`src/rtl/burst_write_if.sv`:
```
// Buffer pull port and external memory burst port of the burst write controller.
// The master modport is the controller; the slave modport is the buffer plus memory side.
interface burst_write_if #(
  parameter int ADDR_WIDTH   = 32,
  parameter int BURST_LENGTH = 16,
  parameter int SIZE_W       = 10
);
  localparam int LEN_W = $clog2(BURST_LENGTH) + 1;

  logic [SIZE_W-1:0]     buf_size_i;
  logic                  buf_valid_i;
  logic [31:0]           buf_data_i;
  logic                  buf_pull_o;
  logic                  ext_request_o;
  logic [ADDR_WIDTH-1:0] ext_address_o;
  logic [LEN_W-1:0]      ext_length_o;
  logic                  ext_grant_i;
  logic                  ext_valid_o;
  logic [31:0]           ext_data_o;
  logic                  ext_last_o;
  logic                  ext_ready_i;
  logic                  ext_done_i;
  logic                  ext_error_i;

  modport master (
    input  buf_size_i, buf_valid_i, buf_data_i, ext_grant_i, ext_ready_i, ext_done_i, ext_error_i,
    output buf_pull_o, ext_request_o, ext_address_o, ext_length_o, ext_valid_o, ext_data_o, ext_last_o
  );

  modport slave (
    output buf_size_i, buf_valid_i, buf_data_i, ext_grant_i, ext_ready_i, ext_done_i, ext_error_i,
    input  buf_pull_o, ext_request_o, ext_address_o, ext_length_o, ext_valid_o, ext_data_o, ext_last_o
  );
endinterface

```
`src/rtl/burst_write_controller.sv`:
```
// Drains validated words from the burst buffer into fixed-length external write bursts.
//   state     | meaning
//   IDLE      | waiting for a full burst, or a drain with a non-empty buffer
//   REQUEST   | burst request with address/length held until grant
//   TRANSFER  | pulling words through the 2-entry skid queue to the memory
//   WAIT_DONE | last word accepted, waiting for the completion
module burst_write_controller #(
  parameter int BUFFER_DEPTH = 1024,
  parameter int BURST_LENGTH = 16,
  parameter int ADDR_WIDTH   = 32
) (
  input  logic                  clk_i,
  input  logic                  rst_n_i,
  input  logic [ADDR_WIDTH-1:0] base_addr_i,
  input  logic                  base_load_i,
  input  logic                  drain_i,
  output logic                  busy_o,
  output logic                  error_o,
  burst_write_if.master         bus
);
  localparam int LEN_W = $clog2(BURST_LENGTH) + 1;

  typedef enum logic [1:0] {IDLE, REQUEST, TRANSFER, WAIT_DONE} state_t;

  state_t                  state_q, state_d;
  logic [LEN_W-1:0]        len_q, len_d, pulls_left_q, pushes_left_q;
  logic [ADDR_WIDTH-1:0]   addr_q, pend_addr_q;
  logic                    pend_q, inflight_q, error_q;
  logic [1:0]              count_q;
  logic [31:0]             hd_data_q, tl_data_q;
  logic                    hd_last_q, tl_last_q;
  logic [$clog2(BUFFER_DEPTH)-1:0] size_l;
  logic [31:0]             size_w;
  logic                    start, pop, push, pull, push_last, done_ok;
  logic [2:0]              occ_after_pop;

  assign size_l  = bus.buf_size_i;
  assign size_w  = 32'(size_l);
  assign len_d   = (size_w < 32'(BURST_LENGTH)) ? LEN_W'(size_w) : LEN_W'(BURST_LENGTH);
  assign pop     = bus.ext_valid_o && bus.ext_ready_i;
  assign push    = inflight_q;
  assign push_last = (pushes_left_q == LEN_W'(1));
  assign done_ok = (state_q == WAIT_DONE) && bus.ext_done_i;

  // Words already queued or still in the buffer's read pipe count against the 2 slots.
  assign occ_after_pop = ({1'b0, count_q} + {2'b00, inflight_q}) - {2'b00, pop};
  assign pull = (state_q == TRANSFER) && (pulls_left_q != '0) && (occ_after_pop < 3'd2);

  assign bus.buf_pull_o    = pull;
  assign bus.ext_request_o = (state_q == REQUEST);
  assign bus.ext_address_o = (state_q == REQUEST) ? addr_q : '0;
  assign bus.ext_length_o  = (state_q == REQUEST) ? len_q : '0;
  assign bus.ext_valid_o   = (count_q != 2'd0);
  assign bus.ext_data_o    = bus.ext_valid_o ? hd_data_q : '0;
  assign bus.ext_last_o    = bus.ext_valid_o && hd_last_q;
  assign busy_o            = (state_q != IDLE);
  assign error_o           = error_q;

  always_ff @(posedge clk_i or negedge rst_n_i) begin
    if (!rst_n_i) state_q <= IDLE;
    else          state_q <= state_d;
  end

  always_comb begin
    state_d = state_q;
    start   = 1'b0;
    case (state_q)
      IDLE: begin
        if (bus.buf_valid_i &&
            (size_w >= 32'(BURST_LENGTH) || (drain_i && size_w != 32'd0))) begin
          start   = 1'b1;
          state_d = REQUEST;
        end
      end
      REQUEST:   if (bus.ext_grant_i) state_d = TRANSFER;
      TRANSFER:  if (pop && bus.ext_last_o) state_d = WAIT_DONE;
      WAIT_DONE: if (bus.ext_done_i) state_d = IDLE;
      default:   state_d = IDLE;
    endcase
  end

  always_ff @(posedge clk_i or negedge rst_n_i) begin
    if (!rst_n_i) begin
      len_q         <= '0;
      pulls_left_q  <= '0;
      pushes_left_q <= '0;
      addr_q        <= '0;
      pend_addr_q   <= '0;
      pend_q        <= 1'b0;
      inflight_q    <= 1'b0;
      error_q       <= 1'b0;
      count_q       <= 2'd0;
      hd_data_q     <= '0;
      tl_data_q     <= '0;
      hd_last_q     <= 1'b0;
      tl_last_q     <= 1'b0;
    end else begin
      inflight_q <= pull;
      error_q    <= done_ok && bus.ext_error_i;

      if (start) begin
        len_q         <= len_d;
        pulls_left_q  <= len_d;
        pushes_left_q <= len_d;
      end else begin
        if (pull) pulls_left_q  <= pulls_left_q - LEN_W'(1);
        if (push) pushes_left_q <= pushes_left_q - LEN_W'(1);
      end

      case ({push, pop})
        2'b10: begin
          if (count_q == 2'd0) begin
            hd_data_q <= bus.buf_data_i;
            hd_last_q <= push_last;
          end else begin
            tl_data_q <= bus.buf_data_i;
            tl_last_q <= push_last;
          end
          count_q <= count_q + 2'd1;
        end
        2'b01: begin
          hd_data_q <= tl_data_q;
          hd_last_q <= tl_last_q;
          count_q   <= count_q - 2'd1;
        end
        2'b11: begin
          if (count_q == 2'd1) begin
            hd_data_q <= bus.buf_data_i;
            hd_last_q <= push_last;
          end else begin
            hd_data_q <= tl_data_q;
            hd_last_q <= tl_last_q;
            tl_data_q <= bus.buf_data_i;
            tl_last_q <= push_last;
          end
        end
        default: ;
      endcase

      // A load seen during a burst wins over the end-of-burst advance.
      if (state_q == IDLE) begin
        if (base_load_i) addr_q <= base_addr_i;
      end else if (done_ok) begin
        if (base_load_i)  addr_q <= base_addr_i;
        else if (pend_q)  addr_q <= pend_addr_q;
        else              addr_q <= addr_q + ADDR_WIDTH'({len_q, 2'b00});
        pend_q <= 1'b0;
      end else if (base_load_i) begin
        pend_q      <= 1'b1;
        pend_addr_q <= base_addr_i;
      end
    end
  end
endmodule

```
`src/flat_wrapper.sv`:
```
// flat-port wrapper written by rule: the top's interface ports become plain ports
module burst_write_controller_flat 
#(
  parameter int BUFFER_DEPTH = 1024,
  parameter int BURST_LENGTH = 16,
  parameter int ADDR_WIDTH   = 32
)
  (clk_i, rst_n_i, base_addr_i, base_load_i, drain_i, busy_o, error_o, bus_buf_size_i, bus_buf_valid_i, bus_buf_data_i, bus_ext_grant_i, bus_ext_ready_i, bus_ext_done_i, bus_ext_error_i, bus_buf_pull_o, bus_ext_request_o, bus_ext_address_o, bus_ext_length_o, bus_ext_valid_o, bus_ext_data_o, bus_ext_last_o);
  burst_write_if #(.ADDR_WIDTH(ADDR_WIDTH), .BURST_LENGTH(BURST_LENGTH), .SIZE_W(($clog2((1024))))) bus_i ();
  input  logic clk_i;
  input  logic rst_n_i;
  input  logic [ADDR_WIDTH-1:0] base_addr_i;
  input  logic base_load_i;
  input  logic drain_i;
  output logic busy_o;
  output logic error_o;
  input wire logic [$bits(bus_i.buf_size_i)-1:0] bus_buf_size_i;
  input wire logic [$bits(bus_i.buf_valid_i)-1:0] bus_buf_valid_i;
  input wire logic [$bits(bus_i.buf_data_i)-1:0] bus_buf_data_i;
  input wire logic [$bits(bus_i.ext_grant_i)-1:0] bus_ext_grant_i;
  input wire logic [$bits(bus_i.ext_ready_i)-1:0] bus_ext_ready_i;
  input wire logic [$bits(bus_i.ext_done_i)-1:0] bus_ext_done_i;
  input wire logic [$bits(bus_i.ext_error_i)-1:0] bus_ext_error_i;
  output wire logic [$bits(bus_i.buf_pull_o)-1:0] bus_buf_pull_o;
  output wire logic [$bits(bus_i.ext_request_o)-1:0] bus_ext_request_o;
  output wire logic [$bits(bus_i.ext_address_o)-1:0] bus_ext_address_o;
  output wire logic [$bits(bus_i.ext_length_o)-1:0] bus_ext_length_o;
  output wire logic [$bits(bus_i.ext_valid_o)-1:0] bus_ext_valid_o;
  output wire logic [$bits(bus_i.ext_data_o)-1:0] bus_ext_data_o;
  output wire logic [$bits(bus_i.ext_last_o)-1:0] bus_ext_last_o;
  assign bus_i.buf_size_i = bus_buf_size_i;
  assign bus_i.buf_valid_i = bus_buf_valid_i;
  assign bus_i.buf_data_i = bus_buf_data_i;
  assign bus_i.ext_grant_i = bus_ext_grant_i;
  assign bus_i.ext_ready_i = bus_ext_ready_i;
  assign bus_i.ext_done_i = bus_ext_done_i;
  assign bus_i.ext_error_i = bus_ext_error_i;
  assign bus_buf_pull_o = bus_i.buf_pull_o;
  assign bus_ext_request_o = bus_i.ext_request_o;
  assign bus_ext_address_o = bus_i.ext_address_o;
  assign bus_ext_length_o = bus_i.ext_length_o;
  assign bus_ext_valid_o = bus_i.ext_valid_o;
  assign bus_ext_data_o = bus_i.ext_data_o;
  assign bus_ext_last_o = bus_i.ext_last_o;
  burst_write_controller #(.BUFFER_DEPTH(BUFFER_DEPTH), .BURST_LENGTH(BURST_LENGTH), .ADDR_WIDTH(ADDR_WIDTH)) u_core (.clk_i(clk_i), .rst_n_i(rst_n_i), .base_addr_i(base_addr_i), .base_load_i(base_load_i), .drain_i(drain_i), .busy_o(busy_o), .error_o(error_o), .bus(bus_i));
endmodule
```
`config.mk`:
```
export PLATFORM = sky130hd
export DESIGN_NAME = burst_write_controller_flat
export DESIGN_NICKNAME = d
export VERILOG_FILES = /design/src/rtl/burst_write_if.sv /design/src/rtl/burst_write_controller.sv /design/src/flat_wrapper.sv
export SDC_FILE = /design/constraint.sdc
export NUM_CORES = 1
export LEC_CHECK = 0
export BUFFER_PORTS_ARGS = -buffer_cell sky130_fd_sc_hd__buf_4
export CORE_MARGIN = 2
export CORE_UTILIZATION = 40
export DETAILED_ROUTE_END_ITERATION = 6
export PLACE_DENSITY_LB_ADDON = 0.1
export SYNTH_ARGS = -nofsm -noshare
export SYNTH_HDL_FRONTEND = slang
export SYNTH_SLANG_ARGS = --single-unit
export TNS_END_PERCENT = 1
```
`constraint.sdc`:
```
create_clock -name clk_i -period 3.53 [get_ports clk_i]
set_input_delay 0.8825 -clock clk_i [delete_from_list [all_inputs] [get_ports clk_i]]
set_output_delay 0.8825 -clock clk_i [all_outputs]
set_load 0.02 [all_outputs]
```
==> impl_metrics.json <==
{
  "hold_viol": 0,
  "initial_core_util": 0.405,
  "post_dp_cell_area_sq_um": 9680,
  "relSlewSlack": 0.573,
  "die_w_um": 147,
  "cp_max_fo": 5,
  "antenna_found_initial": 0,
  "final_common_cell": "buf_4",
  "place_congestion": 0.783,
  "setup_tns_ps": 0,
  "arrival_ps": 2520,
  "h-tree-depth": 4,
  "status": "completed",
  "min_path_type": "primary input to asynchronous set/reset pin",
  "rows": 52,
  "synth_seq_cells": 152,
  "synth.distinct_cells": 69,
  "die_y_um": 147,
  "vias": 6353,
  "cts_buffer_depth": 2,
  "rsz0062_at_grt": "false",
  "routed_wl_mm": 21.0,
  "finClkSkew_ps": 7.78,
  "finalSetupViolations": 0,
  "path_class": "register to primary output",
  "peakVddDrop_uv": 539,
  "final_nets": 1041,
  "clk_latency_ps": 420,
  "dr.pass1.iters": 4,
  "synth-seq-area-share": 0.468,
  "synthArstFlopShare": 1.00,
  "drc": 0,
  "grt_start_max_net_pins": 68,
  "endpoint_kind": "primary output",
  "syn_nets": 886,
  "post-route-util": 0.513,
  "synth_ff_type": "dfrtp_1",
  "syn_area_sq_um": 8140,
  "mostFrequentLayoutCells": "buf_4, dfrtp_1, nand2_1, mux2_2, o21ai_0",
  "synth_edf_count": 0,
  "drtIter0Drc": 254,
  "place_hpwl_mm": 14.7,
  "fin_crit_sh": 0.965,
  "timing.fmax_ghz": 0.294,
  "ant_nets": 0,
  "drv_cap": 0,
  "cellLeakagePower_nw": 4.69,
  "io_pins": 158,
  "die-area_sq_um": 21500,
  "p_total_mw": 9.12,
  "avgSynthCellArea_sq_um": 10.4,
  "area_growth_pct": 26.8,
  "crit_chain": "inv_1, ha_4, nor2b_4, and2_4, buf_4, fa_1, xor2_1, a311oi_4, buf_6",
  "drive_above_1_share": 0.321,
  "powerDensity_nw_per_um2": 884,
  "portBuffers": 157,
  "post_drt_wl_per_cell_um": 17.1,
  "n_antenna_cell": 0,
  "grt_pass1_vias": 6497,
  "cp.required_ps": 2650,
  "cts_made_buffers": 17,
  "core_area_sq_um": 20100,
  "worstSetupStartpointType": "register",
  "worst_pin_slew_ps": 641,
  "cts.reportedPaths.clkPinSlew_ps": 70,
  "fin_area_sq_um": 10300,
  "slew_viol_final": 0,
  "vias_per_cell": 5.19,
  "holdWs_ps": 440,
  "slowest_delay_ps": 440,
  "cp_slowest_cell": "dfrtp_2",
  "synthCells": 786,
  "grt_pass1_wl_mm": 34.9,
  "cts_sinks": 152,
  "grt.total_usage": 0.203,
  "grt_overflow_total": 0,
  "cts_root_buf": "clkbuf_16",
  "cts_tree": "done",
  "ys_warn_count": 0,
  "period_needed_ps": 3410
}
[cells by family after synthesis]
kind of cell / share of synthesized area
AND/OR/NAND/NOR: 0.148
AO/OA/AOI/OAI: 0.156
multiplexers: 0.138
buffers and inverters: 0.0357
flip-flops: 0.468
adder cells (fa/ha/maj): 0.0280
XOR/XNOR: 0.0269
[area by class of cell]
class / instances / area [sq um]
multi-input combinational: 565 / 4100
tap: 270 / 338
timing repair buffer: 184 / 1390
inverter: 21 / 78.8
clock inverter: 15 / 178
clock buffer: 17 / 425
sequential: 152 / 3800
fill: 1898 / 9790
[worst paths after layout]
check	start	to	slack, ps	cells past startpoint
worst max-delay path	u_core.count_q[1]	bus_buf_pull_o	120	9
worst min-delay path	rst_n_i	u_core.pend_addr_q[10]	440	1
worst max register to register	u_core.count_q[1]	u_core.pulls_left_q[4]	940	12
worst min register to register	u_core.hd_data_q[15]	u_core.hd_data_q[15]	470	2
max in group asynchronous	rst_n_i	u_core.count_q[1]	2250	2
min in group clk_i	u_core.hd_data_q[15]	u_core.hd_data_q[15]	470	2
[where the power goes]
part           total [mW]  switching [mW]  internal, mW
clock network        1.87           0.849          1.02
registers            3.10           0.541          2.56
logic                4.15            2.26          1.89
[metrics by stage]
stage / setup WS [ps] / instances
3_5_place_dp: 99.8 / 1192
2_1_floorplan: 9.38 / 786
5_1_grt: 5.03 / 1224
4_1_cts: 33.0 / 1224
3_3_place_gp: 129 / 1192
6_report: 125 / 1224
[synthesized netlist by cell type, types with 3 or more instances]
cell type  count  area (sq um)
nor2_1        31           116
o21ai_0       62           310
a21o_1         5          37.5
nor2b_1       36           225
nor3_1        13          65.1
nand3_1        8          40.0
dfrtp_1      152          3800
mux2_2        64           721
clkbuf_1      23          86.3
a311oi_1       3          26.3
a221oi_1       5          43.8
nand2b_1       3          18.8
xnor2_1       20           175
and4_1         5          43.8
a211o_1        3          26.3
a32o_1        14           140
mux2i_1       38           380
inv_1         20          75.1
and2_1        37           231
xor2_1         5          43.8
a21oi_1       47           235
a211oi_1       9          67.6
o21bai_1       4          30.0
nand2_1       72           270
and3_1         7          43.8
o211ai_1       3          22.5
ha_1          15           188
nor4_1         4          25.0
a31oi_1        7          43.8
buf_2         20           100
[timing repair]
action | CTS | global route
setup endpoints to repair | 1 | 1
hold buffers | 0 | 0
buffers inserted | 0 | 0
pin swaps | 0 | 1
resized for setup | 2 | 7
[worst max-delay path: cells and delay by family (launching register included)]
kind,cells,cell delay (ps)
AOI/OAI and AO/OA,1,300
DFF,1,440
buffers and inverters,3,420
adders and majority gates,2,560
xor gates and xnor gates,1,170
and+or+nand+nor,2,200
[flip-flops by register name, summed over array words and instances (netlist names)]
name                  cells
u_core.addr_q            32
u_core.tl_data_q         32
u_core.hd_last_q          1
u_core.pend_q             1
u_core.len_q              5
u_core.tl_last_q          1
u_core.count_q            2
u_core.inflight_q         1
u_core.state_q            2
u_core.hd_data_q         32
u_core.pushes_left_q      5
u_core.pulls_left_q       5
u_core.error_o            1
u_core.pend_addr_q       32
[routing by layer]
layer / share of wire / routed length (um) / global-route usage
met1: 0.44 / 9300 / 0.259
met2: 0.49 / 10200 / 0.339
met3: 0.055 / 1160 / 0.0544
met4: 0.016 / 327 / 0.0583
met5: 0 / 0 / 0
No activity file was read; power rests on OpenSTA's default activity.
